## src/rtl/btn_conditioner.sv

```systemverilog
// Push-button front-end: per-channel synchroniser, debounce filter, edge pulses
// and hold-to-repeat, so the game core only sees clean levels and 1-cycle events.
module btn_conditioner #(
  parameter int                 NUM_BTN         = 3,
  parameter logic [NUM_BTN-1:0] INVERT_MASK     = '0,
  parameter int                 SYNC_STAGES     = 2,
  parameter int                 DEBOUNCE_CYCLES = 125000,
  parameter int                 REPEAT_EN       = 1,
  parameter int                 REPEAT_DELAY    = 6250000,
  parameter int                 REPEAT_RATE     = 2500000
) (
  input  logic               clk,
  input  logic               nRst,
  input  logic               en,
  input  logic [NUM_BTN-1:0] btn_raw,
  output logic [NUM_BTN-1:0] btn_level,
  output logic [NUM_BTN-1:0] btn_press,
  output logic [NUM_BTN-1:0] btn_release,
  output logic [NUM_BTN-1:0] btn_repeat
);

  // state    | meaning
  // ST_IDLE  | button released (or block disabled), no repeat pending
  // ST_DELAY | held since press, waiting REPEAT_DELAY for the first repeat
  // ST_RPT   | auto-repeating, one pulse every REPEAT_RATE cycles
  localparam logic [1:0] ST_IDLE  = 2'd0;
  localparam logic [1:0] ST_DELAY = 2'd1;
  localparam logic [1:0] ST_RPT   = 2'd2;

  localparam int DB_W    = $clog2(DEBOUNCE_CYCLES + 1);
  localparam int RPT_MAX = (REPEAT_DELAY > REPEAT_RATE) ? REPEAT_DELAY : REPEAT_RATE;
  localparam int TMR_W   = $clog2(RPT_MAX + 1);

  localparam logic [DB_W-1:0]  DB_TC   = DB_W'(DEBOUNCE_CYCLES - 1);
  localparam logic [TMR_W-1:0] DLY_LD  = TMR_W'(REPEAT_DELAY - 1);
  localparam logic [TMR_W-1:0] RATE_LD = TMR_W'(REPEAT_RATE - 1);

  for (genvar g = 0; g < NUM_BTN; g++) begin : g_ch
    logic [SYNC_STAGES-1:0] sync_q;
    logic                   synced;
    logic                   stable_q, stable_d;
    logic [DB_W-1:0]        db_cnt_q, db_cnt_d;
    logic [1:0]             state_q, state_d;
    logic [TMR_W-1:0]       tmr_q, tmr_d;
    logic                   press_q, press_d;
    logic                   release_q, release_d;
    logic                   repeat_q, repeat_d;

    // Synchroniser keeps running while disabled so re-enable only costs the debounce time.
    always_ff @(posedge clk or negedge nRst) begin
      if (!nRst) sync_q <= '0;
      else       sync_q <= {sync_q[SYNC_STAGES-2:0], btn_raw[g] ^ INVERT_MASK[g]};
    end

    assign synced = sync_q[SYNC_STAGES-1];

    always_comb begin
      stable_d  = stable_q;
      db_cnt_d  = db_cnt_q;
      state_d   = state_q;
      tmr_d     = tmr_q;
      press_d   = 1'b0;
      release_d = 1'b0;
      repeat_d  = 1'b0;
      if (!en) begin
        stable_d = 1'b0;
        db_cnt_d = '0;
        state_d  = ST_IDLE;
        tmr_d    = '0;
      end else begin
        if (synced == stable_q) begin
          db_cnt_d = '0;
        end else if (db_cnt_q == DB_TC) begin
          stable_d  = synced;
          db_cnt_d  = '0;
          press_d   = synced;
          release_d = ~synced;
        end else begin
          db_cnt_d = db_cnt_q + 1'b1;
        end

        if (REPEAT_EN != 0) begin
          case (state_q)
            ST_IDLE: begin
              if (press_d) begin
                state_d = ST_DELAY;
                tmr_d   = DLY_LD;
              end
            end
            ST_DELAY, ST_RPT: begin
              // Release takes priority over a timer expiring in the same cycle.
              if (release_d) begin
                state_d = ST_IDLE;
                tmr_d   = '0;
              end else if (tmr_q == '0) begin
                state_d  = ST_RPT;
                tmr_d    = RATE_LD;
                repeat_d = 1'b1;
              end else begin
                tmr_d = tmr_q - 1'b1;
              end
            end
            default: begin
              state_d = ST_IDLE;
              tmr_d   = '0;
            end
          endcase
        end
        repeat_d = repeat_d | press_d;
      end
    end

    always_ff @(posedge clk or negedge nRst) begin
      if (!nRst) begin
        stable_q  <= 1'b0;
        db_cnt_q  <= '0;
        state_q   <= ST_IDLE;
        tmr_q     <= '0;
        press_q   <= 1'b0;
        release_q <= 1'b0;
        repeat_q  <= 1'b0;
      end else begin
        stable_q  <= stable_d;
        db_cnt_q  <= db_cnt_d;
        state_q   <= state_d;
        tmr_q     <= tmr_d;
        press_q   <= press_d;
        release_q <= release_d;
        repeat_q  <= repeat_d;
      end
    end

    assign btn_level[g]   = stable_q;
    assign btn_press[g]   = press_q;
    assign btn_release[g] = release_q;
    assign btn_repeat[g]  = repeat_q;
  end

endmodule
```

## config.mk

```make
export PLATFORM = sky130hd
export DESIGN_NAME = btn_conditioner
export DESIGN_NICKNAME = d
export VERILOG_FILES = /design/src/rtl/btn_conditioner.sv
export SDC_FILE = /design/constraint.sdc
export NUM_CORES = 1
export LEC_CHECK = 0
export BUFFER_PORTS_ARGS = -buffer_cell sky130_fd_sc_hd__buf_2
export CORE_AREA = 3 3 122 124
export DETAILED_ROUTE_END_ITERATION = 6
export DIE_AREA = 0 0 125 127
export MAX_ROUTING_LAYER = met4
export PLACE_DENSITY = 0.76
export REMOVE_ABC_BUFFERS = 1
export SLEW_MARGIN = 20
export SYNTH_ARGS = -nofsm -noshare
export SYNTH_HDL_FRONTEND = slang
export SYNTH_SLANG_ARGS = --single-unit
```

## constraint.sdc

```tcl
create_clock -name clk -period 4.9 [get_ports clk]
set_input_delay 0 -clock clk [delete_from_list [all_inputs] [get_ports clk]]
set_output_delay 0 -clock clk [all_outputs]
set_load 0.01 [all_outputs]
```

# After elaboration in Yosys (flattened, before gate mapping)
# Cells that the tools add are included.
[totals] reg_bits=144 latchBits=0 mem_bits_rw=0 romBits=0 elab_cells=162 n_memories=0
[classes] addsub=6 n_mul=0 div=0 magnitude_cmp=0 n_eq_ne=24 shift=0 muxes=87 bitwise=6 n_reduce_logical=15
[ops] cell="two-way mux 23 bit" count=12
[ops] cell="two-way mux 17 bit" count=9
[ops] cell="one-hot mux 23 bit (2 select lines)" count=3
[ops] cell="zero test 23 bit" count=3
[ops] cell="subtractor 23 x 1 -> 23 bit, second input constant" count=3
[ops] cell="adder 17 x 1 -> 17 bit, second input constant" count=3
[ops] cell="equality test 17 bit, second input constant" count=3
[ops] cell="two-way mux 1 bit" count=48
[ops] cell="two-way mux 2 bit" count=12
[ops] cell="inequality test 4 bit, second input constant" count=3
[ops] cell="one-hot mux 2 bit (2 select lines)" count=3
[ops] cell="AND reduction 2 bit" count=6
[ops] cell="inequality test 3 bit, second input constant" count=3
[ops] cell="equality test 2 x 1 -> 1 bit, second input constant" count=3
[ops] cell="equality test 2 bit, second input constant" count=3
[ops] cell="zero test 2 bit" count=3
[ops] cell="inequality test 2 x 1 -> 1 bit, second input constant" count=3
[ops] cell="inequality test 2 bit, second input constant" count=3
[ops] cell="OR reduction 2 bit" count=3
[ops] cell="equality test 1 bit" count=3
[ops] cell="inverter 1 bit" count=3
[ops] cell="bitwise OR 1 bit" count=3

# Depth between registers and ports, before layout
[depth] depth_word=9 mapped_depth=9 mapped_depth_nobuf=8

# Worst setup path after synthesis
# Ideal clock, no wire load.
[synth_timing] path_kind="register -> register" start="register g_ch[1].tmr_q[17]" end="register g_ch[1].tmr_q[11]" setup_time_ps=142 arrival_time_ps=2274 slack_ps=2485 path_stages_with_launch=8 path_buffers=1 period_less_slack_ps=2415 cell_sequence="dfrtp_1 or4_1 or4_1 o32ai_4 or3_1 buf_4 or4_1 nand3_1"
[synth_between] elab_chain_cells=5
[synth_rtl] item="start, declared" line="44" rtl="logic [TMR_W-1:0] tmr_q, tmr_d;"
[synth_rtl] item="start signal, assigned" line="126" rtl="tmr_q <= tmr_d;"
[synth_rtl] item="zero test 23 bit" line="95" rtl="end else if (tmr_q == '0) begin"
[synth_rtl] item="two-way mux 23 bit" line="95"
[synth_rtl] item="two-way mux 23 bit" line="92" rtl="if (release_d) begin"
[synth_rtl] item="one-hot mux 23 bit (2 select lines)" line="83" rtl="case (state_q)"
[synth_rtl] item="two-way mux 23 bit" line="65" rtl="if (!en) begin"
# No other way between the ends.
# A chain may end at the register's enable or synchronous reset.

# Final worst setup path
[layout_timing] start="register g_ch[0].tmr_q[13]" end="register g_ch[0].tmr_q[12]"
[layout_between] elab_chain_cells=5
[layout_rtl] item="start, declared" line="44"
[layout_rtl] item="start signal, assigned" line="126"
[layout_rtl] item="zero test 23 bit" line="95"
[layout_rtl] item="two-way mux 23 bit" line="95"
[layout_rtl] item="two-way mux 23 bit" line="92"
[layout_rtl] item="one-hot mux 23 bit (2 select lines)" line="83"
[layout_rtl] item="two-way mux 23 bit" line="65"
# No other way between the ends.

==> flow_summary.ini <==
[worst_setup_path]
crit_fanout = 8
cp-end-kind = flip-flop
path_cells = nor4_1 > nand4b_1 > nor4_4 > or3_1 > nor2_1 > a221o_1
worst_path_largest_cell_delay_ps = 530
crit_type = flip-flop to flip-flop
cp_data_arrival_time_ps = 3220
start_kind = flip-flop
required_ps = 5200
cp_slowest_cell = nor4_1

[finish]
regArea_um2 = 3600
n_fill_cell = 1115
diodes = 0
final_layout_size_suffix_gt1_share_pct = 8.99
layout.nets = 933
multi_input_area_um2 = 4140
fin_cells = 1103
area_growth_pct = 9.59

[die]
die_y_um = 127
die_area_um2 = 15900
start_util_pct = 58.2
core_area_um2 = 13900
io_pins = 18
die_w_um = 125
rows = 43

[route]
postRouteAntennaNets = 0
drt_iter0_markers = 650
vias_per_cell = 6.28
wire_per_inst_um = 16.4
wl_mm = 18.1
dr.pass1.iters = 7
drc = 0
vias = 6926

[cts]
post_cts_buffers = 0
cts_root_buf = clkbuf_16
cts_resized = 0
clock-sinks = 144
clkLatencyLatePin_ps = 430
clk_pin_slew_ps = 60
cts_max_level = 4
tritoncts = done
numCtsBuffers = 17
cts_max_path_buffers = 2

[synth]
yosys_warnings = 0
synth_edf_count = 0
ys_seq_elements = 144
syn_area_um2 = 8080
yosys_most_used_dff = dfrtp_1
postSynthCellCount = 908
synth_cell_types = 66
ys_seq_area_share_pct = 44.6
synthArstFlopShare_pct = 100
avgSynthCellArea_um2 = 8.90

[timing]
setup_violations = 0
post-route-min-period_ps = 2920
fin_crit_sh_pct = 59.6
maxSlewViolCount = 0
rsz0062_at_grt = false
worstMarginPinSlew_ps = 1100
max_freq_ghz = 0.343
finalHoldViolations = 0
relSlewSlack_pct = 26.5
fin_tns_setup_ps = 0
fin_worst_skew_ps = 11.4

[hold_path]
min_path_type = input port to flip-flop

[global_routing]
grt_max_degree = 99
grt_use_total_pct = 24.3
grt-ovfl-total = 0
first_global_vias = 6532
grt_pass1_wl_mm = 31.3
antenna_found_initial = 0

[placement]
place.gp.congestion = 0.914
dp.cells = 1068
dp_hpwl_mm = 11.8
numPortBuffers = 17

[power_and_ir_drop]
p_leak_nw = 3.94
pwr_density_cell_nw_per_um2 = 517
vdd_drop_max_mv = 0.381

[status]
status = finished clean

[job]
max_cap_viol_count = 0
-- critical path, delay by kind of cell, from the launching register on --
| family | cells | cell delay (ps) |
|---|---|---|
| simple gates | 5 | 1970 |
| compound gates | 1 | 390 |
| flops | 1 | 440 |
-- state kept, by name, summed over array words and instances, names as in the netlist --
register	count
g_ch.sync_q	6
g_ch.tmr_q	69
g_ch.press_q	3
g_ch.stable_q	3
g_ch.repeat_q	3
g_ch.state_q	6
g_ch.db_cnt_q	51
g_ch.release_q	3
-- cell usage in the layout (no fill, tap or decap), drive strengths merged, types with 25 or more instances in the layout --
cell type,count
buf,25
dfrtp,144
nor2,104
o21ai,67
nor3,49
nor4,31
nand2,77
nand3,36
inv,35
a21oi,48
-- where the power goes --
group          switching [mW]  internal [mW]
Clock                   0.510          0.738
Sequential              0.158           1.33
Combinational            1.19          0.651
-- synth_stat cells (6+ instances only) --
library cell  number  share of area (%)
nor2_1           104                4.8
o21ai_0           65                4.0
nand3_1           36                2.2
or2_2             11               0.85
nor3_1            49                3.0
a21o_1             8               0.74
ha_1              16                2.5
clkbuf_1          27                1.3
and4_1             7               0.76
and2_1             7               0.54
nand2b_1           6               0.46
a22o_1             6               0.65
a221o_1            8               0.99
and3_1            14                1.1
nor4_1            25                1.9
o21a_1             6               0.56
buf_4             13                1.2
dfrtp_1          144                 45
o211ai_1          15                1.4
o22ai_1            9               0.70
or3_1             23                1.8
a21oi_1           48                3.0
xnor2_1           20                2.2
nand2_1           77                3.6
xor2_1            23                2.5
inv_1             33                1.5
a31oi_1            8               0.62
or4_1             10               0.93
nand4_1           19                1.5
-- cell families (layout without fill, tap and decap cells) --
logic type	count (synthesis)	in the layout	synth area share [%]
AND/OR/NAND/NOR	413	413	26.7
AO/OA/AOI/OAI	214	214	17.3
flip-flops	144	144	44.6
buffers and inverters	78	93	4.31
XOR/XNOR	43	43	4.66
adder cells (fa/ha/maj)	16	16	2.48
-- per-stage QoR --
step	power (mW)	setup slack (ps)	instance area [µm²]	utilization (%)	hold slack [ps]
finish	4.57	1980	8850	63.8	49.0
global route	4.90	1780	8850	63.8	67.7
global placement	3.26	2110	8230	59.3	108
floorplan	2.85	2090	7860	-	-296
CTS	4.56	2020	8850	63.7	33.4
detailed placement	3.28	2020	8240	59.3	109
-- path summary, 6_finish.rpt --
path                                                       end  slack, ps  depth (start not counted)                           from
worst max-delay path             g_ch[0].tmr_q[12]$_DFFE_PN0P_       1980                          6  g_ch[0].tmr_q[13]$_DFFE_PN0P_
worst min-delay path                g_ch[0].repeat_q$_DFF_PN0_         50                          2                             en
worst max register to register   g_ch[0].tmr_q[12]$_DFFE_PN0P_       1980                          6  g_ch[0].tmr_q[13]$_DFFE_PN0P_
worst min register to register     g_ch[1].sync_q[1]$_DFF_PN0_        350                          0    g_ch[1].sync_q[0]$_DFF_PN0_
max in group asynchronous       g_ch[2].db_cnt_q[11]$_DFF_PN0_       3490                          3                           nRst
min in group asynchronous         g_ch[0].tmr_q[2]$_DFFE_PN0P_        250                          2                           nRst
-- what timing repair did --
action	CTS	global route
setup endpoints to repair	0	0
hold buffers	4	0
endpoints found under the hold margin	100	0
-- layout make-up --
cell class / instances / share of cell area, %
clock buffers: 20 / 5.27
flip-flops and latches: 144 / 40.7
clock inverters: 11 / 1.20
repair buffers: 29 / 2.16
multi-input cells: 686 / 46.7
well taps: 180 / 2.54
inverters: 33 / 1.40
-- per-layer routing --
layer | up-vias | wire length [µm] | share of wire [%] | GRT usage, %
met5 | - | 0 | 0 | -
met4 | 0 | 338 | 1.9 | 8.67
met3 | 34 | 968 | 5.3 | 5.31
met2 | 214 | 8270 | 46 | 36.2
met1 | 3339 | 8530 | 47 | 33.1
li1 | 3339 | - | - | -
Power figures use the tool's default switching activity.
